**config.mk**
```make
export PLATFORM = sky130hd
export DESIGN_NAME = l1602a_reader
export DESIGN_NICKNAME = d
export VERILOG_FILES = /design/src/rtl/l1602a_pkg.sv /design/src/rtl/l1602a_nibble_cycle.sv /design/src/rtl/l1602a_reader.sv
export SDC_FILE = /design/constraint.sdc
export NUM_CORES = 1
export LEC_CHECK = 0
export CAP_MARGIN = 40
export CORE_MARGIN = 4
export CORE_UTILIZATION = 40
export DETAILED_ROUTE_END_ITERATION = 8
export PLACE_DENSITY = 0.74
export SLEW_MARGIN = 40
export SYNTH_ARGS = -nofsm -noshare
export SYNTH_HDL_FRONTEND = slang
export SYNTH_HIERARCHICAL = 1
export SYNTH_SLANG_ARGS = --single-unit
```
**constraint.sdc**
```tcl
create_clock -name clk -period 2.6 [get_ports clk]
set_input_delay 0.65 -clock clk [delete_from_list [all_inputs] [get_ports clk]]
set_output_delay 0.65 -clock clk [all_outputs]
set_load 0.05 [all_outputs]
```
**src/rtl/l1602a_pkg.sv**
```systemverilog
// l1602a_pkg: shared LCD 1602A control-bit indices, FSM encodings and 20 MHz timing defaults.
package l1602a_pkg;
  localparam int RS_BIT       = 2;
  localparam int RW_BIT       = 1;
  localparam int EN_BIT       = 0;
  localparam int T_AS_DEF     = 1;
  localparam int T_PW_DEF     = 6;
  localparam int T_LO_DEF     = 6;
  localparam int POLL_MAX_DEF = 2000;
  localparam int CNT_W_DEF    = 4;
  typedef enum logic [1:0] {N_IDLE, N_SETUP, N_EN_HI, N_EN_LO} nib_state_e;
  typedef enum logic [1:0] {R_IDLE, R_RUN, R_CHECK} rd_state_e;
endpackage

```
**src/rtl/l1602a_nibble_cycle.sv**
```systemverilog
// l1602a_nibble_cycle: one HD44780 read strobe (setup, EN high, EN low); samples the bus on the last EN-high cycle.
module l1602a_nibble_cycle
  import l1602a_pkg::*;
#(
  parameter int T_AS  = T_AS_DEF,
  parameter int T_PW  = T_PW_DEF,
  parameter int T_LO  = T_LO_DEF,
  parameter int CNT_W = CNT_W_DEF
) (
  input  logic       clk,
  input  logic       rst_n,
  input  logic       go,
  input  logic [3:0] data_in,
  output logic       en,
  output logic [3:0] nib,
  output logic       done
);
  localparam nib_state_e FIRST = (T_AS == 0) ? N_EN_HI : N_SETUP;
  nib_state_e       state_q, state_d;
  logic [CNT_W-1:0] cnt_q, cnt_d;
  logic [3:0]       nib_q, nib_d;
  always_comb begin
    state_d = state_q;
    cnt_d   = cnt_q + 1'b1;
    nib_d   = nib_q;
    done    = 1'b0;
    case (state_q)
      N_SETUP: if (cnt_q == CNT_W'(T_AS - 1)) begin
        state_d = N_EN_HI;
        cnt_d   = '0;
      end
      N_EN_HI: if (cnt_q == CNT_W'(T_PW - 1)) begin
        state_d = N_EN_LO;
        cnt_d   = '0;
        nib_d   = data_in;
      end
      N_EN_LO: if (cnt_q == CNT_W'(T_LO - 1)) begin
        done    = 1'b1;
        state_d = go ? FIRST : N_IDLE;
        cnt_d   = '0;
      end
      default: begin
        cnt_d   = '0;
        state_d = go ? FIRST : N_IDLE;
      end
    endcase
  end
  always_ff @(posedge clk or negedge rst_n) begin
    if (!rst_n) begin
      state_q <= N_IDLE;
      cnt_q   <= '0;
      nib_q   <= '0;
    end else begin
      state_q <= state_d;
      cnt_q   <= cnt_d;
      nib_q   <= nib_d;
    end
  end
  assign en  = (state_q == N_EN_HI);
  assign nib = nib_q;
endmodule

```
**src/rtl/l1602a_reader.sv**
```systemverilog
// l1602a_reader: 4-bit HD44780 read sequencer returning BF/AC or a RAM byte, with optional busy-flag polling.
module l1602a_reader
  import l1602a_pkg::*;
#(
  parameter int T_AS     = T_AS_DEF,
  parameter int T_PW     = T_PW_DEF,
  parameter int T_LO     = T_LO_DEF,
  parameter int POLL_MAX = POLL_MAX_DEF,
  parameter int CNT_W    = CNT_W_DEF
) (
  input  logic       clk,
  input  logic       rst_n,
  input  logic       start,
  input  logic       is_data,
  input  logic       poll_busy,
  input  logic [3:0] lcd_data_in,
  output logic [2:0] lcd_ctrl,
  output logic       lcd_data_oe,
  output logic       rdy,
  output logic       rd_valid,
  output logic [7:0] rd_data,
  output logic       busy_flag,
  output logic [6:0] addr_cnt,
  output logic       timeout_err
);
  localparam int PC_W = $clog2(POLL_MAX + 1);
  rd_state_e       state_q, state_d;
  logic            nib_q, nib_d, rs_q, rs_d, poll_q, poll_d, to_q, to_d;
  logic [PC_W-1:0] pcnt_q, pcnt_d;
  logic [7:0]      rd_data_q, rd_data_d;
  logic            accept, last, more, go, done, en, to_now;
  logic [3:0]      nib;
  l1602a_nibble_cycle #(.T_AS(T_AS), .T_PW(T_PW), .T_LO(T_LO), .CNT_W(CNT_W)) u_cycle (
    .clk(clk), .rst_n(rst_n), .go(go), .data_in(lcd_data_in), .en(en), .nib(nib), .done(done)
  );
  // The poll decision is taken on the final EN-low cycle so a repeat read adds no extra cycle.
  always_comb begin
    rdy       = (state_q != R_RUN);
    rd_valid  = (state_q == R_CHECK);
    accept    = start & rdy;
    last      = done & nib_q;
    more      = poll_q & rd_data_q[7] & (pcnt_q < PC_W'(POLL_MAX - 1));
    go        = accept | (done & ~nib_q) | (last & more);
    state_d   = (state_q == R_RUN) ? ((last & ~more) ? R_CHECK : R_RUN) : (accept ? R_RUN : R_IDLE);
    nib_d     = nib_q ^ done;
    pcnt_d    = accept ? '0 : (last & more) ? pcnt_q + 1'b1 : pcnt_q;
    rd_data_d = (done & ~nib_q) ? {nib, rd_data_q[3:0]} : done ? {rd_data_q[7:4], nib} : rd_data_q;
    rs_d      = accept ? is_data : rs_q;
    poll_d    = accept ? (poll_busy & ~is_data) : poll_q;
    to_now    = rd_valid & poll_q & rd_data_q[7];
    to_d      = accept ? 1'b0 : (to_q | to_now);
    lcd_ctrl         = '0;
    lcd_ctrl[RS_BIT] = rs_q;
    lcd_ctrl[RW_BIT] = 1'b1;
    lcd_ctrl[EN_BIT] = en;
  end
  always_ff @(posedge clk or negedge rst_n) begin
    if (!rst_n) begin
      state_q   <= R_IDLE;
      nib_q     <= 1'b0;
      rs_q      <= 1'b0;
      poll_q    <= 1'b0;
      to_q      <= 1'b0;
      pcnt_q    <= '0;
      rd_data_q <= '0;
    end else begin
      state_q   <= state_d;
      nib_q     <= nib_d;
      rs_q      <= rs_d;
      poll_q    <= poll_d;
      to_q      <= to_d;
      pcnt_q    <= pcnt_d;
      rd_data_q <= rd_data_d;
    end
  end
  assign lcd_data_oe = 1'b0;
  assign rd_data     = rd_data_q;
  assign busy_flag   = rd_data_q[7];
  assign addr_cnt    = rd_data_q[6:0];
  assign timeout_err = to_q | to_now;
endmodule

```
# Yosys cells after proc, flatten, opt, wreduce, memory -nomap -nowiden
# Cells that the tools add are included.
# classes
n_addsub	2
order_cmp	1
n_eq_ne	10
mux	18
n_bitwise	18
reduce_logical	6
# op_table
cell	n
$mux 11	2
$mux 4	3
$add 11x1->11 const B	1
$lt 11x11->1 const B	1
$and 1x1->1	10
$mux 2	5
$mux 8	1
$ne 2x1->1 const B	4
$pmux 4 s2	1
$eq 2x2->1 const B	3
$pmux 2 s3	1
$mux 1	5
$add 4x1->4 const B	1
$eq 2x1->1 const B	2
$eq 4x3->1 const B	1
$logic_not 4->1	1
$not 1->1	4
$reduce_and 2->1	2
$or 1x1->1	3
$reduce_and 3->1	1
$reduce_bool 2->1	1
$reduce_or 2->1	1
$xor 1x1->1	1
# totals
reg_bits	35
in_bits	9
output_inout_bits	23
elab_cells	66

# Depth between registers and ports, before layout
# depth
depth_word	9
depth_mapped	10
mapped_depth_nobuf	9

# By module
# The synthesis kept the hierarchy.
# modules_own_cells
module	n_inst	cells_each	area_each_um2	seq_area_each_um2
l1602a_reader	1	120	1258.7	625.6
l1602a_nibble_cycle	1	41	539.3	250.2

# Worst setup path after synthesis
# No wires, ideal clock.
# synth_timing
path_type	reg-to-output
startpoint	register, netlist name state_q[0]
endpoint	output timeout_err
arrival_ns	1.541
required_ns	1.950
path_slack_ns	0.409
stages_incl_launch_ff	3
path_buffers	0
cell_sequence	dfrtp_1 -> nor2b_1 -> a31o_2
# synth_lines
element	line	rtl
to (decl)	l1602a_reader.sv:24	output logic timeout_err

# Final worst setup path
# layout_timing
startpoint	register rd_data_q[7] (netlist: rd_data[7])
endpoint	output timeout_err
# layout_between
elab_chain_len	2
# layout_rtl
element	line	rtl
from (decl)	l1602a_reader.sv:30	logic [7:0] rd_data_q, rd_data_d;
from (signal assigned)	l1602a_reader.sv:73	rd_data_q <= rd_data_d;
$and 1x1->1	l1602a_reader.sv:50	to_now = rd_valid & poll_q & rd_data_q[7];
$or 1x1->1	l1602a_reader.sv:80	assign timeout_err = to_q | to_now;
# No other way between the ends.

==> flow_metrics.env <==
export IMPL_final_setup_tns_ps=0
export IMPL_drc=0
export IMPL_cts_made_buffers=5
export IMPL_ir_drop_mv=0.5204
export IMPL_syn_inst=161
export IMPL_die_x_um=75.05
export IMPL_p_total_mw=1.524
export IMPL_setup_viol=0
export IMPL_combPwrFrac_pct=28.7
export IMPL_synth_nets=180
export IMPL_die_y_um=75.05
export IMPL_worstReg2RegStart="u_cycle/cnt_q[1]$_DFF_PN0_"
export IMPL_placedCellCount=230
export IMPL_synthTopCellsByCount="dfrtp_1, buf_4, mux2_2"
export IMPL_synth_area_top_cells="dfrtp_1, mux2_2, ha_1, buf_4, nand2_1"
export IMPL_ys_async_sr_fraction_pct=100.0
export IMPL_yosysMostFrequentCell="dfrtp_1"
export IMPL_synthFlopType="dfrtp_1"
export IMPL_root_buffer="clkbuf_8"
export IMPL_finalCritPeriodShare_pct=94.66
export IMPL_fin_cells=238
export IMPL_drt_first_iter_violations=66
export IMPL_hp_start="rs_q$_DFFE_PN0P_"
export IMPL_p_leak_nw=0.9803
export IMPL_worst_pin_slew_ps=503.8
export IMPL_rrSetupSlack_ps=250
export IMPL_layout_nets=204
export IMPL_power_switching_mw=0.4872
export IMPL_synthesis_area_mm2=0.001798
export IMPL_postRouteAntennaNets=0
export IMPL_dp_final_hpwl_mm=2.359
export IMPL_power_density_mw_per_mm2=700.6
export IMPL_drive_above_1_share_pct=15.05
export IMPL_synth_edf_count=0
export IMPL_die_area_mm2=0.005632
export IMPL_yosys_area_top_type="dfrtp_1"
export IMPL_end_kind="output pin"
export IMPL_yosysWarnings=6
export IMPL_via_per_inst=5.172
export IMPL_wirelength_mm=3.342
export IMPL_cts_max_level=2
export IMPL_fin_skew_ps=2.775
export IMPL_path_clk_slew_ps=70
export IMPL_ys_seq_elements=35
export IMPL_drv_slew=0
export IMPL_critical_path_class="flip-flop to output pin"
export IMPL_clock_latency_ps=290
export IMPL_min_to="rs_q$_DFFE_PN0P_"
export IMPL_syn_area_per_cell_um2=11.17
export IMPL_ff2ff_path_depth=8
export IMPL_cap_violations=0
export IMPL_rsz0062_at_grt="no"
export IMPL_critPathRequiredTime_ps=1950
export IMPL_switching_share_pct=31.96
export IMPL_port_buffers=29
export IMPL_coreArea_mm2=0.004354
export IMPL_p_clk_share_pct=28.3
export IMPL_clk_path_buf_depth=2
export IMPL_internal_power_mw=1.037
export IMPL_ys_seq_area_share_pct=48.71
export IMPL_hold_violations=0
export IMPL_cts_tree="built"
export IMPL_avgRoutedWirePerCell_um=14.04
export IMPL_antenna_found_initial=0
export IMPL_worstHoldPathCells=2
export IMPL_row_count=24
export IMPL_yosysUniqueCellTypes=38
export IMPL_worstPathArrival_ps=1810
export IMPL_grt_pass1_wl_mm=5.589
export IMPL_diodes=0
export IMPL_postCtsSetupRepairBufs=0
export IMPL_finalCriticalPeriod_ps=2461
export IMPL_initial_core_util_pct=41.29
export IMPL_power_share_sequential_pct=43.0
export IMPL_status="completed"
export IMPL_grt_max_degree=36
export IMPL_max_slew_margin_pct=66.36
export IMPL_io_pins=32
export IMPL_num_vias=1231
export IMPL_reg2reg_to="pcnt_q[3]$_DFFE_PN0P_"
export IMPL_dr_pass1_iters=4
export IMPL_yosys_area_top_type_share_pct=48.71
export IMPL_crit_fanout=8
export IMPL_hold_class="flip-flop to flip-flop"
export IMPL_clock_sinks=35
export IMPL_fmax_mhz=406.3
export IMPL_grt_pass1_vias=1215
export IMPL_gp_congestion=0.7622
export IMPL_grtUsageTotal_pct=13.75
export IMPL_gr_total_overflow=0
export IMPL_area_growth_pct=21.02
export IMPL_critPathLaunchType="flip-flop"
[per-layer routing]
metal,up-vias,global-route usage (%),part of all wire [%]
li1,598,-,-
met1,607,16.32,45
met2,21,21.37,48
met3,5,5.607,4.3
met4,0,7.115,1.9
met5,-,0,0
[cells in the final DEF (no fill, tap or decap), types with 2 or more instances in the layout]
master,instances
a211oi_1,2
a21oi_1,6
a31o_2,2
and2_1,3
and3_1,2
and4_1,2
buf_4,3
clkbuf_8,7
clkdlybuf4s50_1,28
conb_1,2
dfrtp_1,35
ha_1,10
inv_1,8
mux2_2,12
mux2i_1,3
nand2_1,11
nand3_1,4
nand3b_1,2
nand4_1,5
nor2_1,7
nor2b_1,2
nor3_1,3
o21ai_0,3
o31ai_1,3
or3_1,2
or4_1,2
xnor2_1,4
[worst max-delay path: stages (launching register included)]
cell and delay [ps]:
dfrtp_1 510, a31o_2 210, clkdlybuf4s50_1 800
[power groups by stage]
stage	clock network (mW)	registers, mW	logic (mW)
after global routing	0.471	0.662	0.471
final	0.431	0.656	0.438
after CTS	0.446	0.655	0.444
after detailed placement	0	0.665	0.437
after global placement	0	0.662	0.428
after floorplan	0	0.674	0.329
[per-stage QoR]
step	util (%)	instance area [um2]	setup WS, ps	hold WS [ps]
6_report	49.97	2176	138.8	471.4
4_1_cts	49.89	2172	63.01	479.5
3_5_place_dp	47.59	2072	209.3	462.7
5_1_grt	49.97	2176	5.027	500.5
3_3_place_gp	47.59	2072	283.6	455.8
2_1_floorplan	-	1798	409.1	354.4
[state kept, by name, summed over array words and instances (netlist names)]
register and flops:
u_cycle/cnt_q 4, rd_data 8, u_cycle/nib 4, rs_q 1, u_cycle/state_q 2, nib_q 1, poll_q 1, pcnt_q 11
state_q 2, to_q 1
[timing repair]
item | CTS | global route
gates resized for setup | 0 | 2
hold buffers | 0 | 0
setup endpoints to repair | 0 | 2
[how the worst max path moves through the flow]
stage,start,to
2_1_floorplan,state_q[0]$_DFF_PN0_,timeout_err
4_1_cts,u_cycle/state_q[0]$_DFFE_PN0P_,lcd_ctrl[0]
5_1_grt,u_cycle/cnt_q[1]$_DFF_PN0_,pcnt_q[3]$_DFFE_PN0P_
3_3_place_gp,u_cycle/cnt_q[1]$_DFF_PN0_,pcnt_q[8]$_DFFE_PN0P_
6_report,rd_data[7]$_DFFE_PN0P_,timeout_err
3_5_place_dp,u_cycle/cnt_q[1]$_DFF_PN0_,pcnt_q[8]$_DFFE_PN0P_
[final cells by class]
type                    count  area [um2]
multi-input cells         103       789.5
repair buffers             32       315.3
clock buffers               8       100.1
flip-flops and latches     35       875.8
inverters                   8       30.03
well taps                  52       65.06
fillers                   381        2178
[kinds of logic after synthesis]
group / after synthesis / share of synthesized area (%)
xor+xnor: 5 / 2.436
fa+ha+maj: 10 / 6.959
simple gates: 49 / 15.17
flops: 35 / 48.71
compound gates: 21 / 8.838
buf+inv: 23 / 7.446
mux: 16 / 10.02
other cells: 2 / 0.4177
No activity file was read; power rests on OpenSTA's default activity.
==> RTL change: new RTL, same settings <==
`CNT_W_DEF`: 4 -> 6.
--- a/src/rtl/l1602a_pkg.sv
+++ b/src/rtl/l1602a_pkg.sv
@@ -9,3 +9,3 @@
   localparam int POLL_MAX_DEF = 2000;
-  localparam int CNT_W_DEF    = 4;
+  localparam int CNT_W_DEF    = 6;
   typedef enum logic [1:0] {N_IDLE, N_SETUP, N_EN_HI, N_EN_LO} nib_state_e;
Function: no difference found for any inputs over 10 cycles, from zero or initial values and one cycle with rst_n low; that may be too few to reach the edited logic, so the function may still have changed.
==> RTL change against the unedited design <==
  * Die area increased by 4.3%
  * Sequential cell count increased by 2
  * Worst setup slack got worse by 0.030 ns
  * Routed wire length increased by 4.3%
  * Total power decreased by 4.6%
  * Area after synthesis increased by 4.9%
  * Worst hold slack improved by 0.0018 ns
  * Sequential power increased by 4.7%
  * Critical path type unchanged
  * Design area increased by 3.3%
  * Synthesized cell count increased by 9.3%
  * Clock skew decreased by 0.0014 ns
  * Utilization increased by 0.59 points
  * Critical endpoint is now lcd_ctrl[0]
==> RTL change: results (changes against the unedited design) <==
Hold Path Depth -> 2 (unchanged)
Max-cap violations -> 0 (unchanged)
Inserted Clock Buffers -> 5 (unchanged)
Clk power -> 385 uW (-11%)
M3 GR Usage -> 3.162% (-2.4 points)
Cell variety after synth -> 36 (-5.3%)
Resized cells post-CTS -> 0 (unchanged)
Placed instance area -> 2160 sq um (+4.2%)
Crit Path Max Fanout -> 4 (-4)
DRT Pass-1 Iters -> 4 (unchanged)
First-pass GRT wire length -> 6.223 mm (+11%)
Final net count -> 219 (+7.4%)
Drt via density -> 5.186 (+0.26%)
GRT met1 Usage -> 15.98% (-0.34 points)
WL per Instance -> 13.77 um (-1.9%)
M1 WL -> 1.580 mm (+4.2%)
Clock Skew -> 0.001380 ns (-0.001395 ns)
Vias in the first global route -> 1331 (+9.5%)
1st-iter DRT viols -> 33 (-50%)
Top cells by count, synth -> dfrtp_1, buf_4, mux2_2, nor2_1
Layout cells sized above 1 -> 14.43% (-0.63 points)
RePlAce Congestion -> 0.7810 (+2.5%)
DR WL met3 -> 157 um (+9.0%)
Clock transition at path regs -> 0.07 ns (about the same)
Grt met2 use -> 22.14% (+0.77 points)
Sw Share -> 33.09% (+1.1 points)
Metal2 WL -> 1.692 mm (+4.8%)
Port bufs -> 29 (unchanged)
Largest net degree at the start of global routing -> 38 (+5.6%)
Peak VDD IR -> 0.6410 mV (+23%)
Leakage -> 1.005 nW (+2.5%)
Number of fill cells -> 416 (+9.2%)
Clk buf depth -> 2 (unchanged)
Initial antenna violation count -> 0 (unchanged)
Tcrit/Tclk final -> 95.81% (+1.2 points)
Critical Path AT -> 1.84 ns (+0.03 ns)
Status -> finished clean
Sequential area share after synthesis -> 49.10% (+0.39 points)
DP HPWL -> 2.584 mm (+9.6%)
Tot GR Track Use -> 13.10% (-0.65 points)
Slowest stage delay, CP -> 0.83 ns (+0.03 ns)
Root Buffer -> clkbuf_8
Skew-Pair Late Insertion Delay -> 0.29 ns (about the same)
Syn nets -> 195 (+8.3%)
Most flops, register -> pcnt_q
Largest cells by area after synthesis -> dfrtp_1, mux2_2, ha_1
Slew @ Worst Pin -> 0.5225 ns (+0.01865 ns)
Sequential Power -> 687 uW (+4.7%)
## RTL change: metrics by stage
stage | util [%] | cells | hold slack [ns] | power [mW] | worst slack, ns
floorplan | - | 176 | 0.3544 | 0.9846 | 0.3957
global placement | 48.59 | 245 | 0.4578 | 1.074 | 0.2809
detailed placement | 48.59 | 245 | 0.4623 | 1.085 | 0.1934
CTS | 50.45 | 253 | 0.4794 | 1.469 | 0.08904
global route | 50.56 | 253 | 0.5071 | 1.544 | 0.0005225
finish | 50.56 | 253 | 0.4732 | 1.455 | 0.1088
## RTL change: cell type report
cell class	count	area [sq um]	area share, %
timing repair buffer	32	312.8	13.92
clock inverter	2	10.01	0.4454
clock buffer	6	72.57	3.229
multi-input combinational	113	819.5	36.47
sequential	37	925.9	41.20
inverter	11	41.29	1.837
tap	52	65.06	2.895
## RTL change: cell families after synthesis
family	Yosys count	synth area share, %
XOR/XNOR	7	3.252
multiplexers	15	9.024
AND/OR/NAND/NOR	54	15.39
AO/OA/AOI/OAI	25	8.494
flip-flops	37	49.10
adder cells (fa/ha/maj)	10	6.636
other	2	0.3983
buffers and inverters	26	7.697
## RTL change: path summary, 6_finish.rpt
| check | from | endpoint | slack, ns |
|---|---|---|---|
| worst max-delay path | u_cycle/state_q[0] | lcd_ctrl[0] | 0.11 |
| worst min-delay path | rs_q | rs_q | 0.47 |
| worst max register to register | u_cycle/cnt_q[3] | pcnt_q[8] | 0.25 |
| worst min register to register | rs_q | rs_q | 0.47 |
| max in group asynchronous | rst_n | pcnt_q[9] | 1.50 |
| min in group asynchronous | rst_n | to_q | 0.78 |
## RTL change: critical path, delay by kind of cell (launching register included)
family                   cells  cell delay, ns
adder cells (fa/ha/maj)      1            0.23
buffers and inverters        2            0.92
flip-flops                   1            0.41
